File: config.mk
export PLATFORM = sky130hd
export DESIGN_NAME = vend_ctrl_flat
export DESIGN_NICKNAME = d
export VERILOG_FILES = /design/src/rtl/vend_if.sv /design/src/rtl/vend_ctrl.sv /design/src/flat_wrapper.sv
export SDC_FILE = /design/constraint.sdc
export NUM_CORES = 1
export LEC_CHECK = 0
export CAP_MARGIN = 20
export CORE_MARGIN = 2
export CORE_UTILIZATION = 28
export DETAILED_ROUTE_END_ITERATION = 16
export PLACE_DENSITY = 0.57
export SYNTH_ARGS = -nofsm -noshare
export SYNTH_HDL_FRONTEND = slang
export SYNTH_SLANG_ARGS = --single-unit
File: constraint.sdc
create_clock -name clk -period 7.8 [get_ports clk]
set_input_delay 0.78 -clock clk [delete_from_list [all_inputs] [get_ports clk]]
set_output_delay 0.78 -clock clk [all_outputs]
set_load 0.03 [all_outputs]
File: src/rtl/vend_if.sv
// Handshake bundle between the vending transaction controller and its keypad/dispenser side.
interface vend_if #(parameter int CREDIT_W = 8);
   logic [9:0]          key_value;
   logic                dispense_ack;
   logic                dispense_req;
   logic [4:0]          product_sel;
   logic [CREDIT_W-1:0] credit;
   logic [CREDIT_W-1:0] change;
   logic                change_valid;
   logic                err;
   logic                fault;
   logic                busy;

   modport master (
      output key_value, dispense_ack,
      input  dispense_req, product_sel, credit, change, change_valid, err, fault, busy
   );

   modport slave (
      input  key_value, dispense_ack,
      output dispense_req, product_sel, credit, change, change_valid, err, fault, busy
   );
endinterface

File: src/rtl/vend_ctrl.sv
// Vending transaction controller: key press detection, coin credit, product selection,
// dispenser request/acknowledge with timeout, and one-cycle change/refund result.
module vend_ctrl #(
   parameter int COIN_A       = 5,
   parameter int COIN_B       = 10,
   parameter int COIN_C       = 20,
   parameter int PRICE0       = 15,
   parameter int PRICE1       = 25,
   parameter int PRICE2       = 30,
   parameter int PRICE3       = 45,
   parameter int PRICE4       = 60,
   parameter int CREDIT_W     = 8,
   parameter int MAX_CREDIT   = 200,
   parameter int DISP_TIMEOUT = 1000
) (
   input logic   clk,
   input logic   reset,
   vend_if.slave bus
);

   localparam int CNT_W = $clog2(DISP_TIMEOUT + 1);

   typedef enum logic [1:0] {S_IDLE, S_CREDIT, S_DISPENSE, S_CHANGE} state_t;

   state_t              state, state_nx;
   logic [9:0]          prev_key;
   logic [CREDIT_W-1:0] credit_q, credit_nx;
   logic [4:0]          sel_q, sel_nx;
   logic [CREDIT_W-1:0] change_q, change_nx;
   logic                err_q, err_nx;
   logic                fault_q, fault_nx;
   logic [CNT_W-1:0]    cnt_q, cnt_nx;

   logic [9:0]          key;
   logic                key_event, multi_key, is_coin, is_prod, is_confirm;
   logic [CREDIT_W-1:0] coin_val, price_val;
   logic [CREDIT_W:0]   sum;
   logic                fits;

   assign key        = bus.key_value;
   assign key_event  = (key != '0) && (prev_key == '0);
   assign multi_key  = !$onehot(key);
   assign is_coin    = |key[3:1];
   assign is_prod    = |key[8:4];
   assign is_confirm = key[0];

   // product_sel bit 4 is P0, bit 0 is P4, mirroring key_value[8:4]
   assign coin_val  = ({CREDIT_W{key[1]}} & CREDIT_W'(COIN_A))
                    | ({CREDIT_W{key[2]}} & CREDIT_W'(COIN_B))
                    | ({CREDIT_W{key[3]}} & CREDIT_W'(COIN_C));
   assign price_val = ({CREDIT_W{sel_q[4]}} & CREDIT_W'(PRICE0))
                    | ({CREDIT_W{sel_q[3]}} & CREDIT_W'(PRICE1))
                    | ({CREDIT_W{sel_q[2]}} & CREDIT_W'(PRICE2))
                    | ({CREDIT_W{sel_q[1]}} & CREDIT_W'(PRICE3))
                    | ({CREDIT_W{sel_q[0]}} & CREDIT_W'(PRICE4));

   assign sum  = {1'b0, credit_q} + {1'b0, coin_val};
   assign fits = sum <= (CREDIT_W+1)'(MAX_CREDIT);

   always_ff @(posedge clk) begin
      if (!reset) begin
         state    <= S_IDLE;
         prev_key <= '0;
         credit_q <= '0;
         sel_q    <= '0;
         change_q <= '0;
         err_q    <= 1'b0;
         fault_q  <= 1'b0;
         cnt_q    <= '0;
      end else begin
         state    <= state_nx;
         prev_key <= key;
         credit_q <= credit_nx;
         sel_q    <= sel_nx;
         change_q <= change_nx;
         err_q    <= err_nx;
         fault_q  <= fault_nx;
         cnt_q    <= cnt_nx;
      end
   end

   always_comb begin
      state_nx  = state;
      credit_nx = credit_q;
      sel_nx    = sel_q;
      change_nx = change_q;
      err_nx    = 1'b0;
      fault_nx  = 1'b0;
      cnt_nx    = cnt_q;
      case (state)
         S_IDLE: begin
            if (key_event) begin
               if (multi_key) begin
                  err_nx = 1'b1;
               end else if (is_coin) begin
                  credit_nx = coin_val;
                  state_nx  = S_CREDIT;
               end else if (is_prod) begin
                  sel_nx = key[8:4];
               end else begin
                  err_nx = 1'b1;
               end
            end
         end
         S_CREDIT: begin
            if (key_event) begin
               if (multi_key) begin
                  err_nx = 1'b1;
               end else if (is_coin) begin
                  if (fits) credit_nx = sum[CREDIT_W-1:0];
                  else      err_nx    = 1'b1;
               end else if (is_prod) begin
                  sel_nx = key[8:4];
               end else if (is_confirm) begin
                  if (sel_q != '0 && credit_q >= price_val) begin
                     state_nx = S_DISPENSE;
                     cnt_nx   = '0;
                  end else begin
                     err_nx = 1'b1;
                  end
               end else begin
                  change_nx = credit_q;
                  credit_nx = '0;
                  state_nx  = S_CHANGE;
               end
            end
         end
         // An ack arriving on the timeout cycle is treated as a normal completion
         S_DISPENSE: begin
            if (bus.dispense_ack) begin
               change_nx = credit_q - price_val;
               credit_nx = '0;
               state_nx  = S_CHANGE;
            end else if (cnt_q == CNT_W'(DISP_TIMEOUT - 1)) begin
               fault_nx  = 1'b1;
               change_nx = credit_q;
               credit_nx = '0;
               state_nx  = S_CHANGE;
            end else begin
               cnt_nx = cnt_q + 1'b1;
            end
         end
         S_CHANGE: begin
            state_nx  = S_IDLE;
            sel_nx    = '0;
            change_nx = '0;
         end
         default: state_nx = S_IDLE;
      endcase
   end

   assign bus.dispense_req = (state == S_DISPENSE);
   assign bus.change_valid = (state == S_CHANGE);
   assign bus.busy         = (state == S_DISPENSE) || (state == S_CHANGE);
   assign bus.product_sel  = sel_q;
   assign bus.credit       = credit_q;
   assign bus.change       = change_q;
   assign bus.err          = err_q;
   assign bus.fault        = fault_q;

endmodule

File: src/flat_wrapper.sv
// flat-port wrapper written by rule: the top's interface ports become plain ports
module vend_ctrl_flat 
#(
   parameter int COIN_A       = 5,
   parameter int COIN_B       = 10,
   parameter int COIN_C       = 20,
   parameter int PRICE0       = 15,
   parameter int PRICE1       = 25,
   parameter int PRICE2       = 30,
   parameter int PRICE3       = 45,
   parameter int PRICE4       = 60,
   parameter int CREDIT_W     = 8,
   parameter int MAX_CREDIT   = 200,
   parameter int DISP_TIMEOUT = 1000
)
  (clk, reset, bus_key_value, bus_dispense_ack, bus_dispense_req, bus_product_sel, bus_credit, bus_change, bus_change_valid, bus_err, bus_fault, bus_busy);
  vend_if #(.CREDIT_W(CREDIT_W)) bus_i ();
  input logic clk;
  input logic reset;
  input wire logic [$bits(bus_i.key_value)-1:0] bus_key_value;
  input wire logic [$bits(bus_i.dispense_ack)-1:0] bus_dispense_ack;
  output wire logic [$bits(bus_i.dispense_req)-1:0] bus_dispense_req;
  output wire logic [$bits(bus_i.product_sel)-1:0] bus_product_sel;
  output wire logic [$bits(bus_i.credit)-1:0] bus_credit;
  output wire logic [$bits(bus_i.change)-1:0] bus_change;
  output wire logic [$bits(bus_i.change_valid)-1:0] bus_change_valid;
  output wire logic [$bits(bus_i.err)-1:0] bus_err;
  output wire logic [$bits(bus_i.fault)-1:0] bus_fault;
  output wire logic [$bits(bus_i.busy)-1:0] bus_busy;
  assign bus_i.key_value = bus_key_value;
  assign bus_i.dispense_ack = bus_dispense_ack;
  assign bus_dispense_req = bus_i.dispense_req;
  assign bus_product_sel = bus_i.product_sel;
  assign bus_credit = bus_i.credit;
  assign bus_change = bus_i.change;
  assign bus_change_valid = bus_i.change_valid;
  assign bus_err = bus_i.err;
  assign bus_fault = bus_i.fault;
  assign bus_busy = bus_i.busy;
  vend_ctrl #(.COIN_A(COIN_A), .COIN_B(COIN_B), .COIN_C(COIN_C), .PRICE0(PRICE0), .PRICE1(PRICE1), .PRICE2(PRICE2), .PRICE3(PRICE3), .PRICE4(PRICE4), .CREDIT_W(CREDIT_W), .MAX_CREDIT(MAX_CREDIT), .DISP_TIMEOUT(DISP_TIMEOUT)) u_core (.clk(clk), .reset(reset), .bus(bus_i));
endmodule
==> key figures <==
Routing
  • Via count: 2808
  • Wire per inst: 14.46 um
  • Final ANT Viol Nets: 0
  • Remaining DRCs: 0
  • Average vias per placed instance: between 5 and 6
  • Routed Wire Length: around 8.0 mm
  • DR pass1 iterations: 5
  • Initial DRC Count: 211

Worst setup path
  • Worst setup path start: bus_key_value[0]
  • Critical path, cell by cell: clkdlybuf4s50_1 > inv_1 > ha_1 > inv_1 > fa_1 > fa_1 > fa_1 > fa_1 > nor2_1 > a31oi_1 > or4b_2 > or3_1 > a211oi_4 > nor2_1 > a311oi_1
  • FF-to-FF Start: u_core.bus.product_sel[3]
  • Most numerous cell on the critical path: fa_1
  • Crit path max-delay family: adder cells
  • Max stage delay on crit path: between 0.7 and 0.8 ns
  • Slowest cell on crit path: or4b_2
  • Worst-path fanout max: 16
  • Buffers & Inverters on Critical Path: 3
  • Crit path DAT: slightly above 6 ns
  • Worst R2R Setup Slack: between 4 and 5 ns
  • WP data required: roughly 8 ns
  • Crit path launch type: input port
  • WS Path Type: in -> reg
  • CP Capture Type: flop

Global route
  • Overflow after GRT: 0
  • Total Routing Usage GR: 14.07%
  • Initial antenna violation count: 0
  • Via count of the first global-routing pass: ~2700
  • Largest net degree at the start of global routing: 24
  • Global-route wire length before repair: between 10 and 15 mm

Layout
  • Fraction of layout cells with a size suffix above 1: under 10%
  • Final core occ: 34.57%
  • Antenna Cells: 0
  • Commonest cells after routing, fill and taps aside: nor2_1, dfxtp_1, inv_1, clkdlybuf4s50_1, nand2_1
  • Final non-filler cell total: 555
  • Layout area overhead: 19.70%
  • Nets@finish: 463
  • Most common cell after layout, fill and taps aside: nor2_1

STA
  • Hold Fails Final Rpt: 0
  • Hold_ws: between 0.4 and 0.5 ns
  • Slew Viols, Final: 0
  • Slew Limit Headroom: ~38%
  • Total setup violations reported at the end of the flow: 0
  • Worst-Margin Slew: ~0.91 ns
  • Setup TNS: 0 ns
  • RSZ-0062 raised after global routing: no
  • Tcrit/Tclk final: 75.91%
  • Minimum clock period: just under 6 ns
  • Achievable frequency: between 0.15 and 0.2 GHz
  • Clock Skew: approximately 0.0086 ns

Synthesis
  • Number of synthesized flops with an enable pin: 0
  • Synth area leader: dfxtp_1
  • Flops & latches, synth: 45
  • Post-Synth XOR/XNOR Area: 3.621%
  • Ys async rst share: 0%
  • Synth Area in Adders: about 16%
  • Syn nets: approximately 430
  • Ys flop type: dfxtp_1
  • Sequential area share after synthesis: between 20% and 30%
  • Top-area cell type share of the netlist area: approximately 29%
  • Main combinational cell family by area after synthesis: simple AND/OR/NAND/NOR gates
  • Mux contribution to synthesized area: about 1.9%
  • Ys Warns: 0
  • Synth Area in Compound Gates: between 20 and 25%
  • Post-synthesis average cell area: just over 8 sq um
  • Post-Syn Area: approximately 3100 sq um
  • Yosys cell types: 65
  • Top post-synthesis cells by area: dfxtp_1, ha_1, nor2_1, fa_1, inv_1
  • Synth Area in Simple Gates: 22.76%
  • Post-synthesis instance total: 380

Place
  • PortBufs: 38
  • Post-detail-place hpwl: about 6.2 mm
  • GP Congestion: roughly 0.88
  • Dpl cells: about 550

Clock tree
  • Clock buffer depth: 2
  • CTS tree: built
  • Post_cts resized: 0
  • Hold buffers post-CTS: 0
  • CTS sink cnt: 45
  • Worst-Skew Late Latency: about 0.30 ns
  • Total CTS buffers: 5
  • Setup Buffers After CTS: 0
  • Clk root buf: clkbuf_8
  • Clk slew on worst S/H paths: approximately 0.08 ns
  • Htree depth: 2

Floorplan
  • Die H: around 110 um
  • I/O pin cnt: 39
  • Die area: roughly 12000 sq um
  • Core Rows: 38
  • Die width: around 110 um
  • Core area: 10890 sq um
  • Starting Density: between 20% and 30%

Power
  • Total power: 0.0009096 W
  • Comb power frac: 49.3%
  • Int Power: between 0.0005 and 0.0006 W
  • PD cells: between 200 and 250 nW/um^2
  • VDD IR-drop max: 0.08073 mV
  • Seq pwr share: a little under a third
  • Sw Share: 40.17%
  • Psw: 0.0003654 W
  • Clock Power Share: between 20% and 30%
  • Static Leakage: 1.448 nW

Status
  • Status: complete, no violations

Hold path
  • Hold Crit Class: reg -> reg
  • Hold Path Origin: u_core.cnt_q[1]

Flow run
  • Max Cap Violations: 0
## stage by stage
stage / setup WS (ns) / area, sq um
2_1_floorplan: 2.400 / 3144
6_report: 1.879 / 3764
4_1_cts: 1.875 / 3764
3_5_place_dp: 1.565 / 3647
3_3_place_gp: 1.652 / 3647
5_1_grt: 1.557 / 3764
## registers in the layout, summed over array words and instances, names as in the netlist
register	flops
u_core.bus.change	8
u_core.bus.credit	8
u_core.bus.err	1
u_core.bus.fault	1
u_core.bus.product_sel	5
u_core.cnt_q	10
u_core.prev_key	10
u_core.state	2
## synthesized netlist by cell type, types with 3 or more instances
library cell / n
nor2_1: 52
o32ai_1: 3
a22o_1: 5
or3_1: 6
a21oi_1: 11
xor2_1: 8
o21bai_1: 4
o22ai_1: 3
nand3_1: 13
nor4_1: 4
a211oi_1: 8
nand2_1: 34
inv_1: 38
fa_1: 8
and3_1: 4
dfxtp_1: 45
nand2b_1: 4
clkbuf_1: 9
nor3_1: 11
o21a_1: 3
o21ai_0: 13
a311oi_1: 3
xnor2_1: 5
ha_1: 28
mux2i_1: 5
## cell families (layout without fill, tap and decap cells)
logic type | Yosys count | in the layout
multiplexers | 6 | 6
AND/OR/NAND/NOR | 147 | 147
adder cells (fa/ha/maj) | 36 | 36
XOR/XNOR | 13 | 13
AO/OA/AOI/OAI | 82 | 82
flip-flops | 45 | 45
buffers and inverters | 51 | 86
## power groups by stage
stage,logic [W],registers [W],clock network [W]
after detailed placement,0.000445,0.000283,0
after CTS,0.000448,0.000278,0.000192
after global routing,0.000503,0.000280,0.000202
after global placement,0.000442,0.000283,0
after floorplan,0.000305,0.000311,0
final,0.000448,0.000278,0.000184
## worst reg2reg max path: stages, from the launching register on
cell and delay (ns):
dfxtp_1 0.39, or3_1 0.41, ha_1 0.22, inv_1 0.07
fa_1 0.22, a21oi_1 0.11, o22ai_1 0.25, o22ai_1 0.23
o41ai_2 0.84, nand2_1 0.22, xor2_1 0.19, nor2_1 0.05
## worst paths after layout
kind / endpoint / cells past startpoint
worst min register to register: u_core.cnt_q[1] / 2
worst min-delay path: u_core.cnt_q[1] / 2
worst max register to register: u_core.cnt_q[0] / 11
worst max-delay path: u_core.bus.change[6] / 15
## cell type report
cell class,count,area [sq um]
repair buffers,40,395.4
well taps,140,175.2
multi-input cells,284,2033
inverters,38,142.6
clock buffers,7,86.33
flip-flops and latches,45,900.9
fillers,1138,7124
clock inverters,1,30.03
## per-layer routing
metal | vias to the layer above | routed length, um | track usage, % | share of wire [%]
li1 | 1413 | - | - | -
met1 | 1304 | 4013 | 19.38 | 50
met5 | - | 0 | 0 | 0
met4 | 0 | 87 | 4.069 | 1.1
met2 | 84 | 3460 | 22.44 | 43
met3 | 7 | 463 | 2.528 | 5.8
No activity file was read; power rests on OpenSTA's default activity.
